===== config.mk =====
export PLATFORM = sky130hd
export DESIGN_NAME = i2c_slave_rx_flat
export DESIGN_NICKNAME = d
export VERILOG_FILES = /design/src/rtl/i2c_slave_rx_if.sv /design/src/rtl/i2c_slave_rx.sv /design/src/flat_wrapper.sv
export SDC_FILE = /design/constraint.sdc
export NUM_CORES = 1
export LEC_CHECK = 0
export BUFFER_PORTS_ARGS = -buffer_cell sky130_fd_sc_hd__buf_2
export CAP_MARGIN = 20
export CORE_MARGIN = 2
export CORE_UTILIZATION = 35
export DETAILED_ROUTE_END_ITERATION = 12
export PLACE_DENSITY = 0.51
export SLEW_MARGIN = 15
export SYNTH_ARGS = -nofsm -noshare
export SYNTH_HDL_FRONTEND = slang
export SYNTH_SLANG_ARGS = --single-unit

===== constraint.sdc =====
create_clock -name clk -period 4.7 [get_ports clk]
set_clock_uncertainty 0.15 [all_clocks]
set_input_delay 0.235 -clock clk [delete_from_list [all_inputs] [get_ports clk]]
set_output_delay 0.235 -clock clk [all_outputs]
set_load 0.01 [all_outputs]

===== src/rtl/i2c_slave_rx_if.sv =====
`default_nettype none
// ============================================================================
// Module      : i2c_slave_rx_if
// Description : Bundle of the bus lines and receive-side outputs of
//               i2c_slave_rx. The slave modport is the receiver's view; the
//               master modport is the view of whatever drives SCL/SDA and
//               consumes the received bytes.
// Revision    : 1.0 - initial release
// ============================================================================
interface i2c_slave_rx_if;
  logic       scl;
  logic       sda;
  logic       sda_oe;
  logic [7:0] rx_data;
  logic       rx_valid;
  logic       addr_match;
  logic       start_det;
  logic       stop_det;
  logic       busy;

  modport slave (
    input  scl, sda,
    output sda_oe, rx_data, rx_valid, addr_match, start_det, stop_det, busy
  );

  modport master (
    output scl, sda,
    input  sda_oe, rx_data, rx_valid, addr_match, start_det, stop_det, busy
  );
endinterface
`default_nettype wire


===== src/rtl/i2c_slave_rx.sv =====
`default_nettype none
// ============================================================================
// Module      : i2c_slave_rx
// Description : Byte-level I2C slave receiver. Oversamples SCL/SDA on clk,
//               detects START/STOP, ACKs a matching write address and then
//               delivers each received data byte with a one-cycle strobe.
// Revision    : 1.0 - initial release
// ============================================================================
module i2c_slave_rx #(
  parameter logic [6:0] SLAVE_ADDR  = 7'h50,
  parameter int         SYNC_STAGES = 2      // must be 2 or more
) (
  input  logic          clk,
  input  logic          rst_n,
  i2c_slave_rx_if.slave bus
);

  localparam logic [2:0] c_IDLE     = 3'd0;
  localparam logic [2:0] c_ADDR     = 3'd1;
  localparam logic [2:0] c_ADDR_CHK = 3'd2;
  localparam logic [2:0] c_ADDR_ACK = 3'd3;
  localparam logic [2:0] c_DATA     = 3'd4;
  localparam logic [2:0] c_DATA_ACK = 3'd5;
  localparam logic [2:0] c_IGNORE   = 3'd6;

  logic [SYNC_STAGES-1:0] r_scl_sync, r_sda_sync;
  logic                   r_scl_d, r_sda_d;
  logic                   w_scl_s, w_sda_s;
  logic                   w_scl_rise, w_scl_fall, w_start, w_stop;

  logic [2:0] r_state, w_state_nxt;
  logic [7:0] r_shift, w_shift_nxt;
  logic [2:0] r_bit_cnt, w_bit_cnt_nxt;
  logic       r_bit_done, w_bit_done_nxt;
  logic       w_byte_end;

  logic       r_sda_oe, w_sda_oe_nxt;
  logic [7:0] r_rx_data, w_rx_data_nxt;
  logic       r_rx_valid, w_rx_valid_nxt;
  logic       r_addr_match, w_addr_match_nxt;
  logic       r_start_det, w_start_det_nxt;
  logic       r_stop_det, w_stop_det_nxt;
  logic       r_busy, w_busy_nxt;

  // Synchronize the bus lines and keep one extra delayed copy for edge detection.
  always_ff @(posedge clk or negedge rst_n) begin
    if (!rst_n) begin
      r_scl_sync <= '1;
      r_sda_sync <= '1;
      r_scl_d    <= 1'b1;
      r_sda_d    <= 1'b1;
    end else begin
      r_scl_sync <= {r_scl_sync[SYNC_STAGES-2:0], bus.scl};
      r_sda_sync <= {r_sda_sync[SYNC_STAGES-2:0], bus.sda};
      r_scl_d    <= w_scl_s;
      r_sda_d    <= w_sda_s;
    end
  end

  assign w_scl_s    = r_scl_sync[SYNC_STAGES-1];
  assign w_sda_s    = r_sda_sync[SYNC_STAGES-1];
  assign w_scl_rise = w_scl_s & ~r_scl_d;
  assign w_scl_fall = ~w_scl_s & r_scl_d;
  assign w_start    = r_sda_d & ~w_sda_s & w_scl_s & r_scl_d;
  assign w_stop     = ~r_sda_d & w_sda_s & w_scl_s & r_scl_d;
  // The done flag stops a ninth rise from being taken as another bit.
  assign w_byte_end = w_scl_rise & (r_bit_cnt == 3'd7) & ~r_bit_done;

  // State register.
  always_ff @(posedge clk or negedge rst_n) begin
    if (!rst_n) r_state <= c_IDLE;
    else        r_state <= w_state_nxt;
  end

  // Next-state logic; START beats STOP and both beat every state.
  always_comb begin
    w_state_nxt = r_state;
    if (w_start) begin
      w_state_nxt = c_ADDR;
    end else if (w_stop) begin
      w_state_nxt = c_IDLE;
    end else begin
      case (r_state)
        c_ADDR:     if (w_byte_end) w_state_nxt = c_ADDR_CHK;
        c_ADDR_CHK: w_state_nxt = (r_shift[7:1] == SLAVE_ADDR && !r_shift[0])
                                  ? c_ADDR_ACK : c_IGNORE;
        // Second SCL fall while driving ends the ACK clock.
        c_ADDR_ACK,
        c_DATA_ACK: if (w_scl_fall && r_sda_oe) w_state_nxt = c_DATA;
        c_DATA:     if (w_byte_end) w_state_nxt = c_DATA_ACK;
        default:    w_state_nxt = r_state;
      endcase
    end
  end

  // Output/datapath next values; sda_oe only ever moves on an SCL fall.
  always_comb begin
    w_shift_nxt      = r_shift;
    w_bit_cnt_nxt    = r_bit_cnt;
    w_bit_done_nxt   = r_bit_done;
    w_sda_oe_nxt     = r_sda_oe;
    w_rx_data_nxt    = r_rx_data;
    w_rx_valid_nxt   = 1'b0;
    w_addr_match_nxt = r_addr_match;
    w_start_det_nxt  = 1'b0;
    w_stop_det_nxt   = 1'b0;
    w_busy_nxt       = r_busy;
    if (w_start) begin
      w_start_det_nxt  = 1'b1;
      w_busy_nxt       = 1'b1;
      w_sda_oe_nxt     = 1'b0;
      w_addr_match_nxt = 1'b0;
      w_bit_cnt_nxt    = 3'd0;
      w_bit_done_nxt   = 1'b0;
    end else if (w_stop) begin
      w_stop_det_nxt   = 1'b1;
      w_busy_nxt       = 1'b0;
      w_sda_oe_nxt     = 1'b0;
      w_addr_match_nxt = 1'b0;
    end else begin
      case (r_state)
        c_ADDR, c_DATA: begin
          if (w_scl_rise && !r_bit_done) begin
            w_shift_nxt = {r_shift[6:0], w_sda_s};
            if (r_bit_cnt == 3'd7) begin
              w_bit_done_nxt = 1'b1;
              if (r_state == c_DATA) begin
                w_rx_data_nxt  = {r_shift[6:0], w_sda_s};
                w_rx_valid_nxt = 1'b1;
              end
            end else begin
              w_bit_cnt_nxt = r_bit_cnt + 3'd1;
            end
          end
        end
        c_ADDR_ACK, c_DATA_ACK: begin
          if (w_scl_fall) begin
            if (!r_sda_oe) begin
              w_sda_oe_nxt = 1'b1;
              if (r_state == c_ADDR_ACK) w_addr_match_nxt = 1'b1;
            end else begin
              w_sda_oe_nxt   = 1'b0;
              w_bit_cnt_nxt  = 3'd0;
              w_bit_done_nxt = 1'b0;
            end
          end
        end
        c_IGNORE: w_sda_oe_nxt = 1'b0;
        default:  w_sda_oe_nxt = r_sda_oe;
      endcase
    end
  end

  // Datapath and output registers; async reset also releases SDA at once.
  always_ff @(posedge clk or negedge rst_n) begin
    if (!rst_n) begin
      r_shift      <= 8'h00;
      r_bit_cnt    <= 3'd0;
      r_bit_done   <= 1'b0;
      r_sda_oe     <= 1'b0;
      r_rx_data    <= 8'h00;
      r_rx_valid   <= 1'b0;
      r_addr_match <= 1'b0;
      r_start_det  <= 1'b0;
      r_stop_det   <= 1'b0;
      r_busy       <= 1'b0;
    end else begin
      r_shift      <= w_shift_nxt;
      r_bit_cnt    <= w_bit_cnt_nxt;
      r_bit_done   <= w_bit_done_nxt;
      r_sda_oe     <= w_sda_oe_nxt;
      r_rx_data    <= w_rx_data_nxt;
      r_rx_valid   <= w_rx_valid_nxt;
      r_addr_match <= w_addr_match_nxt;
      r_start_det  <= w_start_det_nxt;
      r_stop_det   <= w_stop_det_nxt;
      r_busy       <= w_busy_nxt;
    end
  end

  assign bus.sda_oe     = r_sda_oe;
  assign bus.rx_data    = r_rx_data;
  assign bus.rx_valid   = r_rx_valid;
  assign bus.addr_match = r_addr_match;
  assign bus.start_det  = r_start_det;
  assign bus.stop_det   = r_stop_det;
  assign bus.busy       = r_busy;

endmodule
`default_nettype wire


===== src/flat_wrapper.sv =====
// flat-port wrapper written by rule: the top's interface ports become plain ports
module i2c_slave_rx_flat 
#(
  parameter logic [6:0] SLAVE_ADDR  = 7'h50,
  parameter int         SYNC_STAGES = 2                          
)
  (clk, rst_n, bus_scl, bus_sda, bus_sda_oe, bus_rx_data, bus_rx_valid, bus_addr_match, bus_start_det, bus_stop_det, bus_busy);
  i2c_slave_rx_if bus_i ();
  input  logic clk;
  input  logic rst_n;
  input wire logic [$bits(bus_i.scl)-1:0] bus_scl;
  input wire logic [$bits(bus_i.sda)-1:0] bus_sda;
  output wire logic [$bits(bus_i.sda_oe)-1:0] bus_sda_oe;
  output wire logic [$bits(bus_i.rx_data)-1:0] bus_rx_data;
  output wire logic [$bits(bus_i.rx_valid)-1:0] bus_rx_valid;
  output wire logic [$bits(bus_i.addr_match)-1:0] bus_addr_match;
  output wire logic [$bits(bus_i.start_det)-1:0] bus_start_det;
  output wire logic [$bits(bus_i.stop_det)-1:0] bus_stop_det;
  output wire logic [$bits(bus_i.busy)-1:0] bus_busy;
  assign bus_i.scl = bus_scl;
  assign bus_i.sda = bus_sda;
  assign bus_sda_oe = bus_i.sda_oe;
  assign bus_rx_data = bus_i.rx_data;
  assign bus_rx_valid = bus_i.rx_valid;
  assign bus_addr_match = bus_i.addr_match;
  assign bus_start_det = bus_i.start_det;
  assign bus_stop_det = bus_i.stop_det;
  assign bus_busy = bus_i.busy;
  i2c_slave_rx #(.SLAVE_ADDR(SLAVE_ADDR), .SYNC_STAGES(SYNC_STAGES)) u_core (.clk(clk), .rst_n(rst_n), .bus(bus_i));
endmodule

After elaboration in Yosys (flattened, before gate mapping)
Index checks and enable logic that the tools add are counted.

Register bits after elaboration: 35. Output and inout bits: 14. Logic and storage cells: 116.

Add/subtract/negate cells: 1. Equality and inequality tests: 19. Multiplexer cells: 43. Bitwise logic cells: 17. Reductions and logical operators: 21.

Operator list (number): 2-to-1 mux 3 bit (12); 2-to-1 mux 1 bit (27); AND reduction 6 bit (3); != test 4 x 1 -> 1 bit, second input constant (4); != test 3 x 1 -> 1 bit, second input constant (5); == test 3 bit, second input constant (4); one-hot mux 3 bit (4 select lines) (1); AND reduction 4 bit (3); nonzero test 3 bit (4); AND 1 bit (10); == test 7 bit, second input constant (1); NOT 1 bit (7); == test 3 x 2 -> 1 bit, second input constant (2); one-hot mux 3 bit (2 select lines) (1); nonzero test 6 bit (1); one-hot mux 1 bit (2 select lines) (2); nonzero test 4 bit (1); OR reduction 2 bit (2); adder 3 x 1 -> 3 bit, second input constant (1); == test 3 x 1 -> 1 bit, second input constant (1); logical AND 1 bit (3); != test 3 x 2 -> 1 bit, second input constant (1); zero test 1 bit (2); != test 2 x 1 -> 1 bit, second input constant (1); other kinds (2) (2).

Longest topological paths before layout
Depth after elaboration: 8. Gate-level depth with buffers: 7. Gate-level depth less buffers: 6.

Least setup slack after synthesis
Ideal clock, no wire load.

Path kind: register -> register. Start point: reg u_core.r_bit_cnt[0]. End point: reg u_core.r_rx_data[0], in the netlist u_core.bus.rx_data[0]. Library setup time: 0.125 ns. Arrival: 1.610 ns. Data required time: 4.425 ns. Slack: 2.815 ns. Stages on the path, launching flop included: 8. Path buffers: 1. Clock period less this slack: 1.885 ns. Cell sequence: dfrtp_1 -> ha_1 -> ha_1 -> and4bb_4 -> nand3b_2 -> nand2b_4 -> buf_6 -> mux2_4.

Cells in the longest elaborated chain, start to end: 2.

Ends and longest elaborated chain: from (decl) (RTL line i2c_slave_rx.sv:33) `logic [2:0] r_bit_cnt, w_bit_cnt_nxt;`; from (signal assigned) (RTL line i2c_slave_rx.sv:169) `r_bit_cnt <= w_bit_cnt_nxt;`; == test 3 bit (RTL line i2c_slave_rx.sv:125) `if (r_bit_cnt == 3'd7) begin`; AND reduction 6 bit (no source line); to (signal assigned) (RTL line i2c_slave_rx.sv:172) `r_rx_data <= w_rx_data_nxt;`; to (decl) (RTL line i2c_slave_rx.sv:38) `logic [7:0] r_rx_data, w_rx_data_nxt;`.

No other way between the ends. A chain may end at the register's enable or synchronous reset.

Worst setup path after layout
Start point: reg u_core.r_state[1]. End point: reg u_core.r_bit_cnt[1].

Cells in the longest elaborated chain, start to end: 5. Elaborated cells on any way between the ends: 15. Classes of those cells: eq/ne: 8; mux: 3; reduce/logical: 4.

Ends and longest elaborated chain: from (decl) (RTL line i2c_slave_rx.sv:31) `logic [2:0] r_state, w_state_nxt;`; from (signal assigned) (RTL line i2c_slave_rx.sv:71) `if (!rst_n) r_state <= c_IDLE;`; from (signal assigned) (RTL line i2c_slave_rx.sv:72) `else r_state <= w_state_nxt;`; == test 3 bit (tied with other cells) (RTL line i2c_slave_rx.sv:121) `case (r_state)`; OR reduction 2 bit (RTL line i2c_slave_rx.sv:121); one-hot mux 3 bit (2 select lines) (RTL line i2c_slave_rx.sv:121); 2-to-1 mux 3 bit (RTL line i2c_slave_rx.sv:115) `end else if (w_stop) begin`; 2-to-1 mux 3 bit (RTL line i2c_slave_rx.sv:108) `if (w_start) begin`.

Several ways; a longest one is shown, not always the timed one. The select of a mux whose other input is x is not followed.

==> results list <==
- Core Footprint: 4320 um^2
- Counting flops with an async set or reset pin after synthesis yields a share of 100%.
- Simple-gate share of the synthesized area: 15.1%
- Maximum net fanout on the critical path: 11
- Post-Syn Instances: 118
* Inserted Diodes: 0
* Crit Path Class: reg2reg
* Post-Syn Area: 1550 um^2
- Max Root-Sink Buffers: 2
- Fill cell total of the finished layout: 428
- The worst setup path is captured at a flip-flop.
- 18 I/O pins were placed.
- After synthesis, flip-flops and latches occupy 57.0% of the total area.
- In this run, CTS created clock tree buffers numbering 5.
- The routed design could run at a clock period as short as 2.10 ns.
- Number of vias per cell after detailed routing: 5.01
* Number of storage elements in the synthesis netlist: 35
* Post-route fraction of the period consumed by the critical path: 44.8%
- Cells with a size suffix above 1 make up 40.0% of the layout.
- STA puts the critical path data arrival time at 2.13 ns.
- The tool flagged a number of max-cap violations equal to 0.
* Global-route wire length before repair: 4750 um
* Number of nets in the finished design: 145
* Startpoint types: flip-flop
- Normalized max-slew margin: 38.7%
- Count of buffers added by post-CTS timing repair for setup: 0
- Post-route non-filler standard cell count: 192
- Synthesis produced a netlist with a net count of 124.
- Of the total synthesized cell area, the portion taken by XOR and XNOR cells is 0.565%.
- The max-slew violation count is 0.
- The synthesized netlist devotes 8.39% of its cell area to compound gates.
* Initial Utilization: 35.9%
* P&R area growth vs syn: 14.9%
* Vias in the first global route: 976
* Mux share of post-synthesis cell area: 13.6%
- The later pin in the worst-skew pair is clocked with a latency of 0.29 ns.
- Remaining Overflow, GRT: 0
- Predominant post-synthesis flop cell: sky130_fd_sc_hd__dfrtp_1
- After synthesis, the largest family of logic cells by area is simple AND/OR/NAND/NOR gates.
- Worst min-delay path category: reg2reg
- Final antenna-violating net count: 0
* Cell with the biggest individual delay on the critical path: sky130_fd_sc_hd__dfrtp_1
* Post-Synth Adder-Cell Area: 1.61%
- CTS built an H-tree with a depth of 2.
- At the worst endpoint, the required time is 4.73 ns.
- The flow ran to the end, and the final reports show no timing, DRC or antenna violations.
- The analysis attributes to cell leakage a power of 0.000883 uW.
- Total iterations of the first detailed-routing run: 4
- After clock tree synthesis, the repair step resized 0 gates.
- The worst-case IR drop observed on VDD is 164 uV.
- TritonCTS built the clock tree.
- The routed layout has 962 vias.
- Total of endpoints with negative setup slack in the final report: 0
- Final TNS setup: 0 ns
* X dimension of the die: 70.6 um
* Routability congestion estimate from global placement: 0.750
- Initial antenna violation count: 0
* Number of enable-type register cells in the synthesized netlist: 0
* DP Cell Count: 181
- Setup repair after global routing missed its margin: no
* Number of rows created at floorplan: 24
- Average routed wire per standard cell: 13.9 um
- Dividing total power by cell area gives a power density of 432 nW/um^2.
- Number of clock sinks: 35
- Pin count of the biggest net entering global routing: 36
* CTS clk-pin slew, worst paths: 0.07 ns
- Count of synthesis-stage warnings from yosys: 0
* Initial detailed-routing violation count: 33
* Vertical extent of the die: 70.6 um
- Number of hold violations in the final report: 0
- Total Wirelength: 2670 um
* Count of port buffers added during placement: 17
* Ordered cell list for the critical path: nor4b_2, o21ai_1, o22a_1, a32o_1
- At the pin with the least slew margin, the transition time is 0.914 ns.
- The die covers 4980 um^2.
* CTS Root Cell: sky130_fd_sc_hd__clkbuf_8
- Netlist cell types: 41
- After detailed routing, the number of remaining DRC violations is 0.
* Max Freq: 0.475 GHz
* HPWL after detailed placement: 1790 um
- The largest single stage delay on the critical path is 0.51 ns.
- The average instance in the mapped netlist occupies 13.1 um^2.
- Across every metal layer, demand over resource in global routing totals 12.6%.
-- power breakdown --
group / internal, uW / switching [uW]
registers: 357 / 56.5
logic: 73.0 / 58.4
clock network: 120 / 105
total: 550 / 220
-- final cells by class --
cell class / count / area [um^2] / area share [%]
flip-flops and latches: 35 / 883 / 49.6
multi-input cells: 73 / 608 / 34.1
repair buffers: 20 / 115 / 6.46
clock buffers: 7 / 86.3 / 4.85
well taps: 52 / 65.1 / 3.65
inverters: 4 / 15.0 / 0.843
clock inverters: 1 / 8.76 / 0.492
-- final timing paths --
| path | startpoint | endpoint | slack (ns) | cells after the start |
|---|---|---|---|---|
| setup reg to reg | u_core.r_state[1] | u_core.r_bit_cnt[1] | 2.60 | 4 |
| setup / recovery | u_core.r_state[1] | u_core.r_bit_cnt[1] | 2.60 | 4 |
| hold / removal | u_core.r_sda_sync[0] | u_core.r_sda_sync[1] | 0.21 | 0 |
| max in group asynchronous | rst_n | u_core.r_bit_cnt[0] | 3.51 | 2 |
| hold reg to reg | u_core.r_sda_sync[0] | u_core.r_sda_sync[1] | 0.21 | 0 |
| min in group asynchronous | rst_n | u_core.r_state[0] | 0.41 | 2 |
-- cells by family after synthesis --
group,Yosys count
xor gates and xnor gates,1
DFF,35
adders and majority gates,2
and+or+nand+nor,35
muxes,16
AOI/OAI and AO/OA,19
buffers and inverters,10
-- sequential cells by signal, indices dropped and copies added (netlist names), 2 cells and up --
name and flops:
u_core.r_shift 8, u_core.r_scl_sync 2, u_core.r_bit_cnt 3, u_core.r_sda_sync 2
u_core.bus.rx_data 8, u_core.r_state 3
-- per-stage QoR --
step	total power [uW]	util (%)	hold slack, ns	area, um^2	setup slack (ns)
floorplan	518	-	-0.211	1550	2.81
global placement	545	38.3	0.189	1660	2.64
detailed placement	551	38.3	0.193	1660	2.61
CTS	785	41.2	0.207	1780	2.59
global route	825	41.2	0.211	1780	2.42
finish	769	41.2	0.207	1780	2.60
-- worst max-delay path, delay by kind of cell (launching register included) --
kind,cells,cell delay (ns)
AOI/OAI and AO/OA,3,0.99
and+or+nand+nor,1,0.35
DFF,1,0.51
-- placed cells by master (no fill, tap or decap), types with 2 or more instances in the layout --
cell                            netlist  layout
sky130_fd_sc_hd__o21ai_1              2       2
sky130_fd_sc_hd__nor2_1               4       4
sky130_fd_sc_hd__mux2_2               8       8
sky130_fd_sc_hd__nand2_1              6       6
sky130_fd_sc_hd__inv_1                4       4
sky130_fd_sc_hd__mux2_4               8       8
sky130_fd_sc_hd__nor2b_1              2       2
sky130_fd_sc_hd__clkbuf_8             0       6
sky130_fd_sc_hd__nand3_1              2       2
sky130_fd_sc_hd__dfstp_2              6       6
sky130_fd_sc_hd__a21oi_1              6       6
sky130_fd_sc_hd__nand2b_1             3       3
sky130_fd_sc_hd__dfrtp_1             29      29
sky130_fd_sc_hd__ha_1                 2       2
sky130_fd_sc_hd__a32o_1               2       2
sky130_fd_sc_hd__dlygate4sd3_1        0       3
sky130_fd_sc_hd__nor3_1               5       5
sky130_fd_sc_hd__a31o_2               2       2
sky130_fd_sc_hd__buf_2                2      17
-- repair_timing --
| action | 4_1_cts | 5_1_grt |
|---|---|---|
| hold buffers | 3 | 0 |
| setup endpoints to repair | 0 | 0 |
| hold endpoints to repair | 31 | 0 |
-- cells in the mapped netlist (all sizes together) (2+ instances only) --
cell type,n,area [um^2]
dfrtp,29,726
mux2,16,210
a21oi,6,30.0
dfstp,6,158
nand2,6,22.5
buf,5,40.0
nor3,5,25.0
inv,4,15.0
nand2b,4,32.5
nor2,4,15.0
o21ai,3,15.0
a31o,2,17.5
a32o,2,20.0
ha,2,25.0
nand3,2,10.0
nand3b,2,18.8
nor2b,2,12.5
nor4b,2,23.8
-- routing by layer --
| layer | global-route usage, % | part of all wire, % | wire length, um |
|---|---|---|---|
| met5 | 0 | 0 | 0 |
| met4 | 6.29 | 2.4 | 63 |
| met3 | 4.70 | 4.5 | 120 |
| met1 | 17.6 | 50 | 1340 |
| met2 | 17.2 | 43 | 1150 |
(Power assumes the default switching activity.)
